## config.mk

```make
export PLATFORM = sky130hd
export DESIGN_NAME = sysarr_out_drain_buffer
export DESIGN_NICKNAME = d
export VERILOG_FILES = /design/src/rtl/sysarr_out_drain_buffer.sv
export SDC_FILE = /design/constraint.sdc
export NUM_CORES = 1
export LEC_CHECK = 0
export ABC_CLOCK_PERIOD_IN_PS = 2200
export CORE_MARGIN = 5
export CORE_UTILIZATION = 33
export DETAILED_ROUTE_END_ITERATION = 6
export GPL_ROUTABILITY_DRIVEN = 0
export GPL_TIMING_DRIVEN = 0
export SYNTH_ARGS = -nofsm -noshare
export SYNTH_HDL_FRONTEND = slang
export SYNTH_SLANG_ARGS = --single-unit
```

## constraint.sdc

```tcl
create_clock -name clk -period 2.2 [get_ports clk]
set_input_delay 0.44 -clock clk [delete_from_list [all_inputs] [get_ports clk]]
set_output_delay 0.44 -clock clk [all_outputs]
set_load 0.01 [all_outputs]
```

## src/rtl/sysarr_out_drain_buffer.sv

```systemverilog
// Systolic array output drain: serial results -> N-lane rows -> DEPTH-row queue.
// Define SYSARR_OUTBUF_FLUSH_EN to add the partial-row flush port.
module sysarr_out_drain_buffer #(
  parameter int DW    = 16,
  parameter int N     = 4,
  parameter int DEPTH = 4
) (
  input  logic                       clk,
  input  logic                       nRST,
  input  logic                       shift,
  input  logic [DW-1:0]              shift_value,
  output logic                       in_ready,
  output logic                       out_valid,
  output logic [DW*N-1:0]            out_data,
  input  logic                       out_ready,
  output logic [$clog2(DEPTH+1)-1:0] row_count,
  output logic [$clog2(N)-1:0]       fill,
`ifdef SYSARR_OUTBUF_FLUSH_EN
  input  logic                       flush,
`endif
  output logic                       ovf
);

  localparam int FW = $clog2(N);
  localparam int PW = $clog2(DEPTH);
  localparam int CW = $clog2(DEPTH+1);
  localparam int RW = DW*N;

  logic [RW-1:0] asm;
  logic [RW-1:0] mem [DEPTH];
  logic [PW-1:0] rd_ptr, wr_ptr;

  logic          full, last, accept;
  logic          push, pop;
  logic [RW-1:0] row_new, asm_s, push_data;
  logic [FW-1:0] fill_s;

  always_comb begin
    full     = (row_count == CW'(DEPTH));
    last     = (fill == FW'(N-1));
    in_ready = !last || !full;
    accept   = shift && in_ready;
    row_new  = {asm[DW*(N-1)-1:0], shift_value};
    asm_s    = accept ? row_new : asm;
    fill_s   = fill;
    if (accept) fill_s = last ? '0 : fill + FW'(1);
    push      = accept && last;
    push_data = row_new;
`ifdef SYSARR_OUTBUF_FLUSH_EN
    // elements sit in the low lanes; shift them up so e0 lands in lane N-1
    if (flush && fill_s != '0 && !full) begin
      push      = 1'b1;
      push_data = asm_s << (DW*(N-int'(fill_s)));
      fill_s    = '0;
    end
`endif
    out_valid = (row_count != '0);
    out_data  = out_valid ? mem[rd_ptr] : '0;
    pop       = out_valid && out_ready;
  end

  always_ff @(posedge clk or negedge nRST) begin
    if (!nRST) begin
      asm       <= '0;
      fill      <= '0;
      ovf       <= 1'b0;
      rd_ptr    <= '0;
      wr_ptr    <= '0;
      row_count <= '0;
      for (int i = 0; i < DEPTH; i++) mem[i] <= '0;
    end else begin
      asm  <= asm_s;
      fill <= fill_s;
      if (shift && !in_ready) ovf <= 1'b1;
      if (push) begin
        mem[wr_ptr] <= push_data;
        wr_ptr      <= wr_ptr + PW'(1);
      end
      if (pop) rd_ptr <= rd_ptr + PW'(1);
      unique case ({push, pop})
        2'b10:   row_count <= row_count + CW'(1);
        2'b01:   row_count <= row_count - CW'(1);
        default: row_count <= row_count;
      endcase
    end
  end

endmodule

```

==> impl_summary.txt <==
----------------------------------------------------
[Run status]
  Run status ... complete, but fails checks
  Failing checks ... negative setup slack

[Global routing]
  Total grt overflow ... 0
  First-pass GRT wire length ... 51400 microns
  Number of global-route vias before repair ... 8425
  M3 GR Usage ... 2.72%
  Antenna violations before repair ... 0
  Maximum number of pins on one net before global-route repair ... 124
  Total Routing Usage GR ... 14.1%
  GR Util met2 ... 23.0%
  Fraction of met1 tracks used by global routing ... 20.1%
  Most Used Layer, Global Route ... met2

[Clock network]
  CTS Sinks ... 314
  Cts bufs inserted ... 35
  TritonCTS clock tree ... done
  H-tree levels ... 2
  Clock Tree Root ... clkbuf_16
  Maximum number of buffers from clock root to sink ... 3
  Clock latency reported for the late side of the worst-skew pair ... 0.51 ns
  Clock transition at the registers of the reported paths ... 0.06 ns

[Job]
  Max-cap violation count ... 0

[Timing]
  Part of the cycle the worst path needs ... 117%
  Top achievable clock speed ... 390 MHz
  Final critical delay including setup and external delays ... 2.57 ns
  Max-slew headroom ... 52.5%
  Hold violation total from the final report ... 0
  Clock Skew ... 0.0268 ns
  Crit path setup slack, layout ... -0.366 ns
  Final Setup Violations ... 65
  Total negative setup slack ... -18.68 ns
  Slew at the pin closest to its max-slew limit ... 0.712 ns
  Unrepaired setup endpoints after global routing ... yes
  Final Slew Violations ... 0
  Final worst hold slack ... 0.479 ns

[Worst setup path]
  Terminus of the critical flop-to-flop path ... row_count[2]
  Worst EP arrival ... 2.13 ns
  CP max stage delay ... 0.54 ns
  Worst R2R Start ... row_count[0]
  Cell class contributing the biggest share of worst-path delay ... multiplexers
  Cells on worst reg2reg path ... 10
  Buffering stage count on the worst path with inverters included ... 4
  Worst Path Class, Setup ... reg -> out
  Critical Path Sink Type ... output pin
  Max stage delay cell, worst path ... mux4_2
  CP max FO ... 7
  Worst-case register-to-register setup slack ... 0.04 ns
  Critical path required time ... 1.76 ns
  List of cells traversed by the critical path ... buf_12 -> buf_12 -> buf_12 -> mux4_2 -> and2_4 -> buf_6
  Startpoint class of the critical path ... register
  Most used cell, CP ... buf_12

[Route]
  WL final ... 32500 microns
  Per-cell via count in the routed design ... 4.86
  Remaining antenna violation count ... 0
  Vias after detailed routing ... 7669
  Average routed wire per standard cell ... 20.6 microns
  DRC errors left ... 0
  Drt pass-1 iters ... 6
  DRC violation total after the first TritonRoute iteration ... 302

[Floorplan]
  Starting Density ... 33.1%
  Area enclosed by the die boundary ... 46100 sq um
  Std cell rows ... 75
  Die X-Extent ... 215 microns
  Boundary pin count ... 92
  Floorplan core area ... 41800 sq um
  Height of the die ... 215 microns

[Placement]
  Post-DP HPWL ... 21100 microns
  Number of instances in the placed design ... 1471
  PortBufs ... 91
  Worst slack, placed ... -0.914 ns

[Synthesis]
  Share of the yosys chip area belonging to registers ... 56.8%
  Number of unique standard cell types used by synthesis ... 26
  Post-synth design cell area ... 13800 sq um
  Count of mapped cells out of synthesis ... 839
  Most instantiated flip-flop cell in the synthesis netlist ... dfrtp_1
  Syn nets ... 866
  Warnings from Yosys ... 0
  Async SR Flop Fraction ... 100%
  Average footprint of a synthesized cell ... 16.5 sq um
  Number of synthesized register bits ... 314
  Number of synthesized flops with an enable pin ... 0

[Final layout]
  Final layout net count ... 1044
  Fill cells ... 3806
  Cell Count, Final, Fillers Out ... 1578
  Area growth from synthesis to layout ... 26.8%
  Combined area of the multi-input logic cells ... 5720 sq um
  Fraction of layout instances using a drive strength above 1 ... 39.6%
  Register Area ... 7860 sq um
  Count of inserted antenna diode cells ... 0

[Worst hold path]
  Hold path startpoint ... mem[57]
  Number of instances on the worst hold path ... 1
  Worst min path class ... reg -> reg
  Endpoint of the worst hold-timing path ... mem[57]

[Pwr]
  VDD IR max ... 0.763 mV
  LEAKAGE ... 7.90 nW
  Pwr/cell area ... 1570 nW/um^2

----------------------------------------------------
[what timing repair did]
action | 4_1_cts | 5_1_grt
hold buffers | 1 | 0
pin swaps | 37 | 24
gates cloned | 4 | 3
endpoints found under the hold margin | 44 | 0
resized for setup | 406 | 67
setup buffers | 30 | 17
endpoints found under the setup margin | 68 | 238
[cells by family (layout without fill, tap and decap cells)]
logic type               Yosys count  count (layout)  synth area share, %
buffers and inverters             60             260                 3.10
flip-flops                       314             314                 56.8
multiplexers                     370             370                 35.3
XOR/XNOR                           6               6                0.380
AO/OA/AOI/OAI                      3               3                0.172
adder cells (fa/ha/maj)            7               7                0.687
AND/OR/NAND/NOR                   79              79                 3.57
[per-stage QoR]
step	instance area, sq um	utilization [%]	total power, mW
finish	17600	42.0	27.6
global route	17600	42.0	29.3
CTS	17300	41.4	27.4
detailed placement	15500	37.1	19.9
global placement	15400	36.9	19.7
floorplan	13800	-	15.4
[metal layers]
metal  part of all wire (%)  wire length [microns]
met5                      0                      0
met4                    1.3                    436
met2                     48                  15500
met1                     47                  15200
met3                    3.9                   1270
[worst register-to-register path, stage by stage (launching register included)]
cell and delay, ns:
dfrtp_2 0.40, or3_4 0.43, buf_6 0.16, buf_6 0.11, and2_4 0.17, ha_4 0.17
inv_2 0.05, fa_2 0.18, xor2_1 0.15, nor2_1 0.07, xor2_1 0.16
[cells in the final DEF, fill, tap and decap left out, types with 16 or more instances in the layout]
master	netlist	layout
buf_6	24	95
mux4_2	64	64
mux2_2	65	65
buf_4	1	16
buf_2	16	20
and2_4	0	53
clkdlybuf4s50_1	0	24
buf_12	0	18
dfrtp_1	314	312
mux2_1	240	240
clkbuf_16	0	38
[power breakdown]
| group | internal (mW) | leakage, nW | switching (mW) |
|---|---|---|---|
| sequential | 8.27 | 3.91 | 1.49 |
| combinational | 7.76 | 3.46 | 4.53 |
| clock | 3.28 | 0.532 | 2.27 |
| total | 19.3 | 7.90 | 8.29 |
[worst max-delay path by stage]
stage                       startpoint      endpoint  slack (ns)  cells after the start
after floorplan           row_count[0]  row_count[2]        0.20                      9
after global placement            nRST       mem[15]      -12.92                      1
after detailed placement  row_count[0]   out_data[9]       -0.91                      5
after CTS                    rd_ptr[0]  out_data[14]       -0.49                      7
after global routing         rd_ptr[0]  out_data[16]       -0.44                      6
final                        rd_ptr[0]  out_data[16]       -0.37                      6
[synthesized netlist by cell type, drive strengths merged (3+ instances only)]
cell type | number | area (sq um)
ha | 6 | 75.1
xor2 | 3 | 26.3
dfrtp | 314 | 7860
buf | 42 | 362
nand2 | 3 | 11.3
and2 | 65 | 407
xnor2 | 3 | 26.3
clkbuf | 12 | 45.0
mux2 | 305 | 3430
mux4 | 64 | 1440
inv | 6 | 22.5
nor3b | 5 | 42.5
nor2 | 3 | 11.3
[final cells by class]
cell class,instances,area share [%]
buffer,53,3.53
clock buffer,52,5.75
clock inverter,7,0.385
inverter,6,0.128
multi-input combinational,465,32.6
sequential,314,44.8
tap,539,3.84
timing repair buffer,142,8.98
[flip-flops by register name, summed over array words and instances (netlist names)]
name and count:
ovf 1, row_count 3, rd_ptr 2, wr_ptr 2, asm 48, fill 2, mem 256
Note: power is estimated with default switching activity, not from simulation.
